**src/rtl/comparar_parejas_if.sv**
```systemverilog
// comparar_parejas_if: pair-compare bus; master drives start/clear_score/arr_in, slave returns arr_out/done/match/error/pairs_found/all_found
interface comparar_parejas_if #(
  parameter int N_CARDS = 16
);
  logic                    start;
  logic                    clear_score;
  logic [N_CARDS-1:0][4:0] arr_in;
  logic [N_CARDS-1:0][4:0] arr_out;
  logic                    done;
  logic                    match;
  logic                    error;
  logic [3:0]              pairs_found;
  logic                    all_found;
  modport master (
    output start, clear_score, arr_in,
    input  arr_out, done, match, error, pairs_found, all_found
  );
  modport slave (
    input  start, clear_score, arr_in,
    output arr_out, done, match, error, pairs_found, all_found
  );
endinterface

```
**src/rtl/comparar_parejas.sv**
```systemverilog
// comparar_parejas: scans the card array (bus.arr_in) for the two face-up cards, compares their symbols, marks matched/hidden into bus.arr_out with a done/match/error pulse and pair score; clk, async active-low rst; MISMATCH_HOLD_EN adds a HOLD_CYCLES face-up hold on mismatch
module comparar_parejas #(
  parameter int N_CARDS     = 16,
  parameter int HOLD_CYCLES = 4
) (
  input logic              clk,
  input logic              rst,
  comparar_parejas_if.slave bus
);
  localparam int IW = $clog2(N_CARDS);
`ifdef MISMATCH_HOLD_EN
  localparam int HW = $clog2(HOLD_CYCLES + 1);
  typedef enum logic [2:0] {IDLE, SCAN, COMPARE, HOLD, WRITE} state_t;
  logic [HW-1:0] hold_q, hold_d;
`else
  typedef enum logic [2:0] {IDLE, SCAN, COMPARE, WRITE} state_t;
`endif
  state_t                  state_q, state_d;
  logic [N_CARDS-1:0][4:0] arr_q, arr_d;
  logic [IW-1:0]           idx_q, idx_d, idx_a_q, idx_a_d, idx_b_q, idx_b_d;
  logic [1:0]              cnt_q, cnt_d;
  logic                    res_match_q, res_match_d, res_err_q, res_err_d;
  logic                    done_q, done_d, match_q, match_d, error_q, error_d;
  logic [3:0]              pairs_q, pairs_d;
  logic                    same_sym;
  assign same_sym = arr_q[idx_a_q][4:2] == arr_q[idx_b_q][4:2];
  always_comb begin
    state_d     = state_q;
    arr_d       = arr_q;
    idx_d       = idx_q;
    idx_a_d     = idx_a_q;
    idx_b_d     = idx_b_q;
    cnt_d       = cnt_q;
    res_match_d = res_match_q;
    res_err_d   = res_err_q;
    pairs_d     = pairs_q;
    done_d      = 1'b0;
    match_d     = 1'b0;
    error_d     = 1'b0;
`ifdef MISMATCH_HOLD_EN
    hold_d      = hold_q;
`endif
    case (state_q)
      IDLE: begin
        if (bus.clear_score) pairs_d = '0;
        if (bus.start) begin
          arr_d   = bus.arr_in;
          idx_d   = '0;
          cnt_d   = '0;
          state_d = SCAN;
        end
      end
      SCAN: begin
        if (arr_q[idx_q][1:0] == 2'b01) begin
          idx_a_d = (cnt_q == 2'd0) ? idx_q : idx_a_q;
          idx_b_d = (cnt_q == 2'd1) ? idx_q : idx_b_q;
          cnt_d   = (cnt_q == 2'd3) ? cnt_q : cnt_q + 2'd1;
        end
        idx_d   = IW'(idx_q + 1'b1);
        state_d = (idx_q == IW'(N_CARDS - 1)) ? COMPARE : SCAN;
      end
      COMPARE: begin
        res_err_d   = cnt_q != 2'd2;
        res_match_d = cnt_q == 2'd2 && same_sym;
`ifdef MISMATCH_HOLD_EN
        hold_d      = '0;
        state_d     = (cnt_q == 2'd2 && !same_sym) ? HOLD : WRITE;
      end
      HOLD: begin
        hold_d  = HW'(hold_q + 1'b1);
        state_d = (hold_q == HW'(HOLD_CYCLES - 1)) ? WRITE : HOLD;
`else
        state_d     = WRITE;
`endif
      end
      WRITE: begin
        done_d  = 1'b1;
        match_d = res_match_q;
        error_d = res_err_q;
        if (!res_err_q) begin
          arr_d[idx_a_q][1:0] = res_match_q ? 2'b10 : 2'b00;
          arr_d[idx_b_q][1:0] = res_match_q ? 2'b10 : 2'b00;
        end
        if (res_match_q && pairs_q != 4'(N_CARDS / 2)) pairs_d = pairs_q + 4'd1;
        state_d = IDLE;
      end
      default: state_d = IDLE;
    endcase
  end
  always_ff @(posedge clk or negedge rst) begin
    if (!rst) begin
      state_q     <= IDLE;
      arr_q       <= '0;
      idx_q       <= '0;
      idx_a_q     <= '0;
      idx_b_q     <= '0;
      cnt_q       <= '0;
      res_match_q <= 1'b0;
      res_err_q   <= 1'b0;
      done_q      <= 1'b0;
      match_q     <= 1'b0;
      error_q     <= 1'b0;
      pairs_q     <= '0;
`ifdef MISMATCH_HOLD_EN
      hold_q      <= '0;
`endif
    end else begin
      state_q     <= state_d;
      arr_q       <= arr_d;
      idx_q       <= idx_d;
      idx_a_q     <= idx_a_d;
      idx_b_q     <= idx_b_d;
      cnt_q       <= cnt_d;
      res_match_q <= res_match_d;
      res_err_q   <= res_err_d;
      done_q      <= done_d;
      match_q     <= match_d;
      error_q     <= error_d;
      pairs_q     <= pairs_d;
`ifdef MISMATCH_HOLD_EN
      hold_q      <= hold_d;
`endif
    end
  end
  assign bus.arr_out     = arr_q;
  assign bus.done        = done_q;
  assign bus.match       = match_q;
  assign bus.error       = error_q;
  assign bus.pairs_found = pairs_q;
  assign bus.all_found   = pairs_q == 4'(N_CARDS / 2);
endmodule

```
**src/flat_wrapper.sv**
```systemverilog
// flat-port wrapper written by rule: the top's interface ports become plain ports
module comparar_parejas_flat 
#(
  parameter int N_CARDS     = 16,
  parameter int HOLD_CYCLES = 4
)
  (clk, rst, bus_start, bus_clear_score, bus_arr_in, bus_arr_out, bus_done, bus_match, bus_error, bus_pairs_found, bus_all_found);
  comparar_parejas_if #(.N_CARDS(N_CARDS)) bus_i ();
  input logic clk;
  input logic rst;
  input wire logic [$bits(bus_i.start)-1:0] bus_start;
  input wire logic [$bits(bus_i.clear_score)-1:0] bus_clear_score;
  input wire logic [$bits(bus_i.arr_in)-1:0] bus_arr_in;
  output wire logic [$bits(bus_i.arr_out)-1:0] bus_arr_out;
  output wire logic [$bits(bus_i.done)-1:0] bus_done;
  output wire logic [$bits(bus_i.match)-1:0] bus_match;
  output wire logic [$bits(bus_i.error)-1:0] bus_error;
  output wire logic [$bits(bus_i.pairs_found)-1:0] bus_pairs_found;
  output wire logic [$bits(bus_i.all_found)-1:0] bus_all_found;
  assign bus_i.start = bus_start;
  assign bus_i.clear_score = bus_clear_score;
  assign bus_i.arr_in = bus_arr_in;
  assign bus_arr_out = bus_i.arr_out;
  assign bus_done = bus_i.done;
  assign bus_match = bus_i.match;
  assign bus_error = bus_i.error;
  assign bus_pairs_found = bus_i.pairs_found;
  assign bus_all_found = bus_i.all_found;
  comparar_parejas #(.N_CARDS(N_CARDS), .HOLD_CYCLES(HOLD_CYCLES)) u_core (.clk(clk), .rst(rst), .bus(bus_i));
endmodule
```
**config.mk**
```make
export PLATFORM = sky130hd
export DESIGN_NAME = comparar_parejas_flat
export DESIGN_NICKNAME = d
export VERILOG_FILES = /design/src/rtl/comparar_parejas_if.sv /design/src/rtl/comparar_parejas.sv /design/src/flat_wrapper.sv
export SDC_FILE = /design/constraint.sdc
export NUM_CORES = 1
export LEC_CHECK = 0
export ABC_AREA = 1
export CAP_MARGIN = 15
export CORE_ASPECT_RATIO = 0.8
export CORE_MARGIN = 2
export CORE_UTILIZATION = 45
export DETAILED_ROUTE_END_ITERATION = 6
export GPL_TIMING_DRIVEN = 0
export HOLD_SLACK_MARGIN = 0.05
export PLACE_DENSITY = 0.76
export SYNTH_ARGS = -nofsm -noshare
export SYNTH_HDL_FRONTEND = slang
export SYNTH_SLANG_ARGS = --single-unit
```
**constraint.sdc**
```tcl
create_clock -name clk -period 5.5 [get_ports clk]
set_input_delay 1.1 -clock clk [delete_from_list [all_inputs] [get_ports clk]]
set_output_delay 1.1 -clock clk [all_outputs]
set_load 0.02 [all_outputs]
```
# After elaboration in Yosys (flattened, before gate mapping)
# Index checks and enable logic that the tools add are counted.
# word_totals
out_inout_bits	88
inputBits	84
regBits	106
wordCells	98
# op_classes
n_mux	31
addsub	3
order_cmp	5
reduce_logical	14
n_eq_ne	18
# ops
op	n
$bwmux 80	2
$mux 80	2
$pmux 80 s2	1
$bmux 5 s4	3
$demux 5 s4	2
$mux 2	8
$pmux 4 s2	2
$lt 4x5->1 const B	3
$mux 4	3
$reduce_and 3->1	4
$mux 5	2
$ne 2x2->1 const B	5
$pmux 3 s3	1
$add 4x1->4 const B	2
$eq 4x4->1 const B	2
$ge 4x1->1 const B	2
$eq 3x2->1 const B	2
$eq 2x1->1 const B	2
$eq 2x2->1 const B	2
$logic_and 1x1->1	4
$ne 2x1->1 const B	2
$ne 4x4->1 const B	1
$pmux 2 s2	1
$reduce_and 4->1	1
9 further kinds	12

# Logic depth before layout (Yosys ltp)
# Gate-level depths: netlist of the first run.
# depth
depth_word	8
ltp_mapped	15
depth_no_buf	14

# Worst setup path after synthesis of the first run
# OpenSTA, ideal clock, no wires.
# synth_path
kind	register to output
startpoint	register u_core.pairs_q[0], in the netlist u_core.bus.pairs_found[0]
endpoint	output port bus_all_found
t_arrival_ns	1.078
t_required_ns	4.400
path_buffers	0
path_slack_ns	3.322
stages_incl_launch_ff	5
path_cell_list	dfrtp_1 -> inv_1 -> ha_1 -> nand2_1 -> nor2_1
# synth_via
elab_chain_len	1
# synth_rtl
element	line	source
from (decl)	comparar_parejas.sv:24	logic [3:0] pairs_q, pairs_d;
from (signal assigned)	comparar_parejas.sv:119	pairs_q <= pairs_d;
$eq 4x4->1	comparar_parejas.sv:130	assign bus.all_found = pairs_q == 4'(N_CARDS / 2);
to (decl)	flat_wrapper.sv:19	output wire logic [$bits(bus_i.all_found)-1:0] bus_all_found;
# No other way between the ends.

# Worst setup path after layout of the first run
# Ends and elaborated chain as after synthesis.

==> results of run 1 <==
==> area by class of cell <==
cell class / instances / area (um2)
Timing Repair Buffer: 172 / 1737
Clock buffer: 12 / 266.5
Inverter: 82 / 307.8
Multi-Input combinational cell: 592 / 3049
Buffer: 33 / 192.7
Sequential cell: 105 / 2628
Clock inverter: 4 / 33.78
Tap cell: 180 / 225.2
Fill cell: 1234 / 5064
==> worst max-delay path, delay by kind of cell (launching register included) <==
family | cells | cell delay (ps)
buffers and inverters | 2 | 740
adders and majority gates | 1 | 150
and+or+nand+nor | 2 | 180
DFF | 1 | 420
==> logic make-up (layout without fill, tap and decap cells) <==
kind of cell	Yosys count	after routing
XOR/XNOR	2	2
AND/OR/NAND/NOR	416	416
adder cells (fa/ha/maj)	11	11
AO/OA/AOI/OAI	127	127
buffers and inverters	115	303
flip-flops	105	105
multiplexers	36	36
==> state kept, by name, summed over array words and instances (netlist names) <==
name	flops
u_core.bus.arr_out	80
u_core.bus.done	1
u_core.bus.error	1
u_core.bus.match	1
u_core.bus.pairs_found	4
u_core.cnt_q	2
u_core.idx_a_q	4
u_core.idx_b_q	4
u_core.idx_q	4
u_core.res_err_q	1
u_core.res_match_q	1
u_core.state_q	2
==> metrics by stage <==
step	util, %	setup TNS, ps	power (mW)	hold WS (ps)	cells
global placement	60.09	-71580	4.611	478.3	1163
detailed placement	60.28	0	4.671	487.9	1164
global route	62.50	0	5.784	533.2	1180
CTS	62.50	0	5.342	506.4	1180
floorplan	-	0	3.462	448.1	812
finish	62.50	0	5.358	504.2	1180
==> report_power, final <==
| group | internal [mW] | switching (mW) |
|---|---|---|
| combinational | 1.39 | 1.83 |
| sequential | 1.13 | 0.351 |
| clock | 0.349 | 0.305 |
| total | 2.87 | 2.49 |
==> path summary, 6_finish.rpt <==
kind,start,to,slack (ps),depth (start not counted)
min in group asynchronous,rst,u_core.bus.arr_out[3],710,1
worst max-delay path,u_core.bus.pairs_found[0],bus_all_found,2560,5
worst min-delay path,u_core.res_match_q,u_core.res_match_q,500,2
max in group asynchronous,rst,u_core.bus.arr_out[45],4080,2
worst max register to register,u_core.state_q[1],u_core.bus.arr_out[46],3250,6
worst min register to register,u_core.res_match_q,u_core.res_match_q,500,2
==> synthesized netlist by cell type (all sizes together) <==
cell type / number / area (um2)
xnor2: 1 / 8.760
a21boi: 1 / 7.510
o21ai: 72 / 360.3
nand3b: 2 / 15.01
inv: 81 / 304.0
buf: 24 / 158.9
nor3: 1 / 16.27
clkinv: 1 / 3.750
a31oi: 6 / 37.54
nand2: 313 / 1177
o31ai: 8 / 60.06
nand4: 2 / 12.51
ha: 11 / 137.6
nand3: 42 / 210.2
a22oi: 10 / 75.07
a21oi: 17 / 85.08
o22ai: 12 / 75.07
a211oi: 1 / 7.510
mux2: 36 / 536.8
xor2: 1 / 8.760
clkbuf: 9 / 33.78
nor2: 56 / 217.7
dfrtp: 105 / 2628
==> routing by layer <==
metal | wire length (um) | share of wire (%) | track usage [%]
met5 | 0 | 0 | 0
met4 | 183 | 1.0 | 6.101
met3 | 1522 | 8.3 | 5.997
met2 | 7763 | 42 | 38.00
met1 | 8911 | 48 | 39.10
==> results_dict.tcl, run 1 <==
set metrics [dict create \
    final_antenna_net_count 0 \
    io_pins 172 \
    critical_path_arrival_ps 1840 \
    finalCritPeriodShare_pct 53.45 \
    report.final.slew_viol_count 0 \
    place_area_um2 8139 \
    place_ws_ps 2601 \
    drive_above_1_share_pct 8.200 \
    start_kind "flop" \
    cts_setup_buffers 0 \
    die_w_um 135.0 \
    overflow 0 \
    rsz0062_at_grt "false" \
    status "complete, no violations" \
    post-route-cell-area_um2 8439 \
    path_max_fanout 4 \
    yosysSeqAreaShare_pct 42.54 \
    netlist_area_um2 6177 \
    synth_nets 907 \
    grt_max_degree 70 \
    grt_pass1_vias 5829 \
    grt.total_usage_pct 25.99 \
    htree_levels 3 \
    maxSlewHeadroom_pct 63.25 \
    peakVddDrop_uv 275.1 \
    layout_common_cells "nand2_1, clkdlybuf4s50_1, dfrtp_1" \
    ctsLongestPathBuffers 2 \
    dieHeight_um 108.8 \
    grt_pass1_wl_um 30010 \
    clk_latency_ps 350 \
    critPathSlowestCell "clkdlybuf4s50_1" \
    synth_top_family_by_area "simple AND/OR/NAND/NOR gates" \
    cts-resized-gates 0 \
    firstDrtPassIters 5 \
    cts.reportedPaths.clkPinSlew_ps 80 \
    fin_nets 1090 \
    drc_errors 0 \
    place_hpwl_um 13840 \
    clockRootBuffer "clkbuf_16" \
    endpoint_kind "output pin" \
    fin_skew_ps 11.00 \
    synth_compound_area_share_pct 11.46 \
    core.rowCount 38 \
    synth-simple-area-share_pct 26.70 \
    finalCriticalPeriod_ps 2940 \
    cts_tree "yes" \
    final.setup.worst_slack_ps 2560 \
    drt_iter0_markers 516 \
    synthCells 812 \
    ys_seq_elements 105 \
    synth_fa_ha_area_share_pct 2.228 \
    final_common_cell "nand2_1" \
    antenna_found_initial 0 \
    num_antenna_cells 0 \
    min-delay-path-class "flop to flop" \
    floorplan.initialDensity_pct 45.75 \
    wl_um 18380 \
    max_stage_delay_ps 620 \
    synth_cell_type_count 30 \
    synthXorXnorAreaFrac_pct 0.2836 \
    viasPerCell 5.141 \
    muxShareOfSynthArea_pct 8.689 \
    num_vias 6066 \
    gp_routability_congestion 0.9293 \
    die_area_um2 14690 \
    cp_data_required_time_ps 4400 \
    cts.sinks 105 \
    leakagePower_nw 4.222 \
    design.core.area_um2 13500 \
    cts_buffers 9 \
    crit_type "flop to output pin" \
    tightest_slew_ps 545.4 \
    avgSynthCellArea_um2 7.607 \
    clock.fmax_ghz 0.3402 \
    worstPathCellList "inv_1 > ha_1 > nand2_1 > nor2_1 > clkdlybuf4s50_1" \
    yosys_warnings 0 \
    final_hold_viol_count 0 \
    hold_buffers 0 \
    drt-wirelength-per-cell_um 15.58 \
    setup-violations-final 0 \
    p_per_area_nw_per_um2 634.9 \
    port_buffers 171 \
    max_cap_violations 0 \
    syn_to_final_growth_pct 36.62 \
]
Power figures use the tool's default switching activity.
==> run 2: changes to the inputs <==
--- a/config.mk
+++ b/config.mk
@@ -9,11 +9,11 @@
 export CAP_MARGIN = 15
 export CORE_ASPECT_RATIO = 0.8
 export CORE_MARGIN = 2
-export CORE_UTILIZATION = 45
+export CORE_UTILIZATION = 44
 export DETAILED_ROUTE_END_ITERATION = 6
 export GPL_TIMING_DRIVEN = 0
 export HOLD_SLACK_MARGIN = 0.05
-export PLACE_DENSITY = 0.76
+export PLACE_DENSITY = 0.77
 export SYNTH_ARGS = -nofsm -noshare
 export SYNTH_HDL_FRONTEND = slang
 export SYNTH_SLANG_ARGS = --single-unit
==> constraint.sdc (replaced) <==
create_clock -name clk -period 2.4 [get_ports clk]
set_input_delay 0.48 -clock clk [delete_from_list [all_inputs] [get_ports clk]]
set_output_delay 0.48 -clock clk [all_outputs]
set_load 0.02 [all_outputs]
==> results_dict.tcl, run 2 (synthesized netlist as in run 1, its figures left out) <==
set metrics [dict create \
    cts.sinks 105 \
    setup-violations-final 0 \
    multi_input_area_um2 3049 \
    final_hold_viol_count 0 \
    place_hpwl_um 13960 \
    fin_nets 1090 \
    drive_above_1_share_pct 8.008 \
    r2r-end "u_core.bus.arr_out[6]" \
    cp_data_required_time_ps 2670 \
    fin_util_pct 61.76 \
    tightest_slew_ps 644.1 \
    overflow 0 \
    critical_path_arrival_ps 2490 \
    core.rowCount 38 \
    finalCriticalPeriod_ps 2225 \
    antenna_found_initial 0 \
    peakVddDrop_uv 774.0 \
    syn_to_final_growth_pct 36.42 \
    min-delay-path-class "input pin to asynchronous set/reset pin" \
    htree_levels 3 \
    clockRootBuffer "clkbuf_16" \
    tns_ps 0 \
    endpoint_kind "flop" \
    drc_errors 0 \
    max_cap_violations 0 \
    post-place-cells 1164 \
    design.core.area_um2 13650 \
    cts_tree "yes" \
    gp_routability_congestion 0.9259 \
    grt_pass1_vias 5857 \
    final_cells 1179 \
    status "complete, no violations" \
    place_ws_ps 145.0 \
    num_antenna_cells 0 \
    final_common_cell "nand2_1" \
    firstDrtPassIters 6 \
    rr_worst_depth 6 \
    report.final.slew_viol_count 0 \
    fill_cells 1250 \
    leakagePower_nw 4.234 \
    largest_register_ffs 80 \
    r2r-start "u_core.state_q[1]" \
    clk_latency_ps 350 \
    clock.fmax_ghz 0.4495 \
    grt_max_degree 59 \
    wl_um 18480 \
    rsz0062_at_grt "false" \
    port_buffers 171 \
    maxSlewHeadroom_pct 57.06 \
    p_per_area_nw_per_um2 1453 \
    path_max_fanout 10 \
    fin_skew_ps 6.454 \
    viasPerCell 5.237 \
    max_stage_delay_ps 420 \
    die_area_um2 15010 \
    cts_buffers 9 \
    place_area_um2 8139 \
    seqCellArea_um2 2628 \
    path_delay_family "buffers and inverters" \
    final.setup.worst_slack_ps 175.2 \
    cts.reportedPaths.clkPinSlew_ps 70 \
    drt_iter0_markers 661 \
    drt-wirelength-per-cell_um 15.68 \
    layout_common_cells "nand2_1, clkdlybuf4s50_1, dfrtp_1" \
    start_kind "flop" \
    ctsLongestPathBuffers 2 \
    floorplan.initialDensity_pct 45.27 \
    grt.total_usage_pct 25.64 \
    num_vias 6175 \
    post-route-cell-area_um2 8427 \
    crit_type "flop to flop" \
    cp.buffers_inverters 2 \
    die_w_um 136.5 \
    worstPathCellList "ha_1 > nand2_1 > inv_1 > clkbuf_1 > o21ai_0 > a31oi_1" \
    final_antenna_net_count 0 \
    io_pins 172 \
    grt_pass1_wl_um 30250 \
    hold_buffers 0 \
    critPathSlowestCell "dfrtp_1" \
    finalCritPeriodShare_pct 92.70 \
    reg2reg_setup_slack_ps 180 \
    dieHeight_um 110.0 \
]
==> run 2: timing repair <==
| item | 4_1_cts | 5_1_grt |
|---|---|---|
| endpoints found under the setup margin | 0 | 1 |
| buffers inserted | 0 | 0 |
| resized for setup | 0 | 1 |
| hold endpoints to repair | 0 | 0 |
==> run 2: how the worst max path moves through the flow <==
stage | start | end | slack (ps) | cells past startpoint
CTS | u_core.bus.pairs_found[0] | bus_all_found | 50 | 5
detailed placement | bus_start | u_core.bus.arr_out[47] | 140 | 6
finish | u_core.state_q[1] | u_core.bus.arr_out[6] | 180 | 6
global placement | rst | u_core.bus.arr_out[65] | -3200 | 1
global route | u_core.state_q[0] | u_core.bus.arr_out[53] | 20 | 9
floorplan | u_core.bus.pairs_found[0] | u_core.bus.pairs_found[0] | 640 | 9
==> run 2: metal layers <==
metal	global-route usage, %	vias to the layer above	wire length [um]
met4	4.539	0	192
met1	38.52	2893	8674
met5	0	-	0
met2	37.89	296	7783
met3	6.127	22	1834
li1	-	2964	-
==> run 2: cell type report <==
class,count,share of cell area [%]
inverter,82,3.653
clock buffer,10,2.717
multi-input combinational,592,36.18
clock inverter,5,0.6682
sequential,105,31.18
buffer,33,2.287
tap,180,2.673
timing repair buffer,172,20.64
==> run 2: metrics by stage <==
stage	power [mW]	hold WS, ps
after global placement	10.56	478.4
after floorplan	7.933	184.4
after global routing	13.20	184.9
after detailed placement	10.70	477.8
after CTS	12.24	168.7
final	12.25	145.2
==> run 2: power by group <==
| part | switching, mW | internal [mW] | leakage, nW | total, mW |
|---|---|---|---|---|
| clock network | 0.681 | 0.806 | 0.139 | 1.49 |
| registers | 0.819 | 2.58 | 1.27 | 3.40 |
| logic | 4.17 | 3.19 | 2.83 | 7.36 |
==> run 3: changes to the inputs <==
--- a/config.mk
+++ b/config.mk
@@ -7,13 +7,13 @@
 export LEC_CHECK = 0
 export ABC_AREA = 1
 export CAP_MARGIN = 15
-export CORE_ASPECT_RATIO = 0.8
+export CORE_ASPECT_RATIO = 1.2
 export CORE_MARGIN = 2
-export CORE_UTILIZATION = 44
+export CORE_UTILIZATION = 45
 export DETAILED_ROUTE_END_ITERATION = 6
 export GPL_TIMING_DRIVEN = 0
 export HOLD_SLACK_MARGIN = 0.05
-export PLACE_DENSITY = 0.77
+export PLACE_DENSITY = 0.76
 export SYNTH_ARGS = -nofsm -noshare
 export SYNTH_HDL_FRONTEND = slang
 export SYNTH_SLANG_ARGS = --single-unit
==> constraint.sdc (replaced) <==
create_clock -name clk -period 2.7 [get_ports clk]
set_input_delay 0.54 -clock clk [delete_from_list [all_inputs] [get_ports clk]]
set_output_delay 0.54 -clock clk [all_outputs]
set_load 0.02 [all_outputs]
==> results_dict.tcl, run 3 (synthesized netlist as in run 1, its figures left out) <==
set metrics [dict create \
    cts.reportedPaths.clkPinSlew_ps 70 \
    p_comb_share_pct 60.7 \
    floorplan.initialDensity_pct 46.46 \
    maxSlewHeadroom_pct 61.74 \
    viasPerCell 5.242 \
    fin_nets 1090 \
    finalCriticalPeriod_ps 2381 \
    grtUsageMet2_pct 40.70 \
    switching_power_mw 5.071 \
    fill_cells 1190 \
    hold_buffers 0 \
    rr_worst_depth 6 \
    num_antenna_cells 0 \
    p_total_mw 10.85 \
    met3_usage_pct 4.828 \
    io_pins 172 \
    fin_util_pct 63.15 \
    tightest_slew_ps 573.9 \
    cts_setup_buffers 0 \
    cp_data_required_time_ps 2160 \
    place_hpwl_um 13750 \
    reg2reg_setup_slack_ps 510 \
    sw_frac_of_total_pct 46.73 \
    gp_routability_congestion 0.9468 \
    final_cells 1167 \
    grt_max_degree 71 \
    path_depth 5 \
    ctsLongestPathBuffers 2 \
    cts_buffers 9 \
    peakVddDrop_uv 600.6 \
    critPathSlowestCell "clkdlybuf4s50_1" \
    clock.fmax_ghz 0.4199 \
    drt_iter0_markers 396 \
    critical_path_arrival_ps 1840 \
    antenna_found_initial 0 \
    r2r-end "u_core.bus.arr_out[41]" \
    max_stage_delay_ps 630 \
    path_max_fanout 4 \
    min-delay-path-class "input pin to asynchronous set/reset pin" \
    r2r-start "u_core.state_q[1]" \
    finalCritPeriodShare_pct 88.20 \
    p_seq_share_pct 27.7 \
    clk_latency_ps 350 \
    largest_register_ffs 80 \
    wl_um 18520 \
    grt_pass1_wl_um 30150 \
    port_buffers 171 \
    final_common_cell "nand2_1" \
    post-place-cells 1152 \
    dieHeight_um 132.3 \
    setup-violations-final 0 \
    cts.sinks 105 \
    core.rowCount 46 \
    use_met1_pct 34.92 \
    leakagePower_nw 4.204 \
    worstPathCellList "inv_1 > ha_1 > nand2_1 > nor2_1 > clkdlybuf4s50_1" \
    final_hold_viol_count 0 \
    layout_common_cells "nand2_1, clkdlybuf4s50_1, dfrtp_1" \
    num_vias 6117 \
    endpoint_kind "output pin" \
    path_delay_family "buffers and inverters" \
    die_w_um 111.0 \
    crit_path_end "bus_all_found" \
    cts-resized-gates 0 \
    report.final.slew_viol_count 0 \
    firstDrtPassIters 5 \
    drt-wirelength-per-cell_um 15.87 \
    status "complete, no violations" \
    grt.total_usage_pct 25.38 \
    overflow 0 \
    die_area_um2 14680 \
    crit_path_start "u_core.bus.pairs_found[0]" \
    max_cap_violations 0 \
    final_antenna_net_count 0 \
    drc_errors 0 \
    grt_pass1_vias 5852 \
    rsz0062_at_grt "false" \
    p_per_area_nw_per_um2 1292 \
    p_int_mw 5.781 \
    grt.busiest_layer "met2" \
    tns_ps 0 \
    clockPowerShare_pct 11.6 \
    syn_to_final_growth_pct 35.91 \
    start_kind "flop" \
    design.core.area_um2 13300 \
    cp.buffers_inverters 2 \
    clockRootBuffer "clkbuf_16" \
    drive_above_1_share_pct 8.008 \
    cts_tree "yes" \
    crit_type "flop to output pin" \
    fin_skew_ps 6.954 \
    htree_levels 3 \
]
[run 3: changes by cell type in the layout (fill, tap and decap cells not counted), sizes merged]
cell           delta
bufinv            -1
clkbuf            +1
clkdlybuf4s50     +1
clkinv            -1
clkinvlp          +1
dlymetal6s2s      -1
[run 3: layout make-up]
cell class                 count  area (um2)  share of cell area [%]
inverter                      82       307.8                   3.666
timing repair buffer         172        1737                   20.69
tap                          168       210.2                   2.504
buffer                        33       192.7                   2.295
clock inverter                 4       28.78                  0.3428
clock buffer                  11       242.7                   2.891
sequential                   105        2628                   31.30
multi-input combinational    592        3049                   36.32
[run 3: layer usage]
| metal | routed length [um] | vias up |
|---|---|---|
| met5 | 0 | - |
| met1 | 7922 | 2863 |
| li1 | - | 2962 |
| met4 | 453 | 0 |
| met2 | 8840 | 250 |
| met3 | 1303 | 42 |
[run 3: worst min path at each step]
stage	start	slack, ps	endpoint
finish	rst	150	u_core.bus.arr_out[27]
global route	rst	170	u_core.bus.arr_out[27]
CTS	rst	160	u_core.bus.arr_out[27]
detailed placement	u_core.bus.arr_out[55]	480	u_core.bus.arr_out[55]
global placement	u_core.bus.arr_out[55]	480	u_core.bus.arr_out[55]
floorplan	rst	240	u_core.bus.arr_out[0]
[run 3: stage by stage]
step	hold WS, ps	cell area [um2]	worst slack, ps
2_1_floorplan	244.4	6177	939.2
3_3_place_gp	482.3	8099	-2932
3_5_place_dp	482.8	8124	358.0
4_1_cts	162.1	8396	297.8
5_1_grt	174.9	8396	227.5
6_report	148.3	8396	318.5
[run 3: power by group through the flow]
| stage | Sequential, mW | Clock, mW | Combinational, mW |
|---|---|---|---|
| 2_1_floorplan | 3.58 | 0 | 3.47 |
| 3_3_place_gp | 2.99 | 0 | 6.41 |
| 3_5_place_dp | 3.01 | 0 | 6.52 |
| 4_1_cts | 3.00 | 1.27 | 6.55 |
| 5_1_grt | 3.12 | 1.34 | 7.21 |
| 6_report | 3.01 | 1.26 | 6.59 |
[run 3: worst register-to-register path, delay by kind of cell (launching register included)]
family,cells,cell delay [ps]
buffers and inverters,2,640
adders and majority gates,1,380
and+or+nand+nor,1,210
AOI/OAI and AO/OA,2,440
DFF,1,430
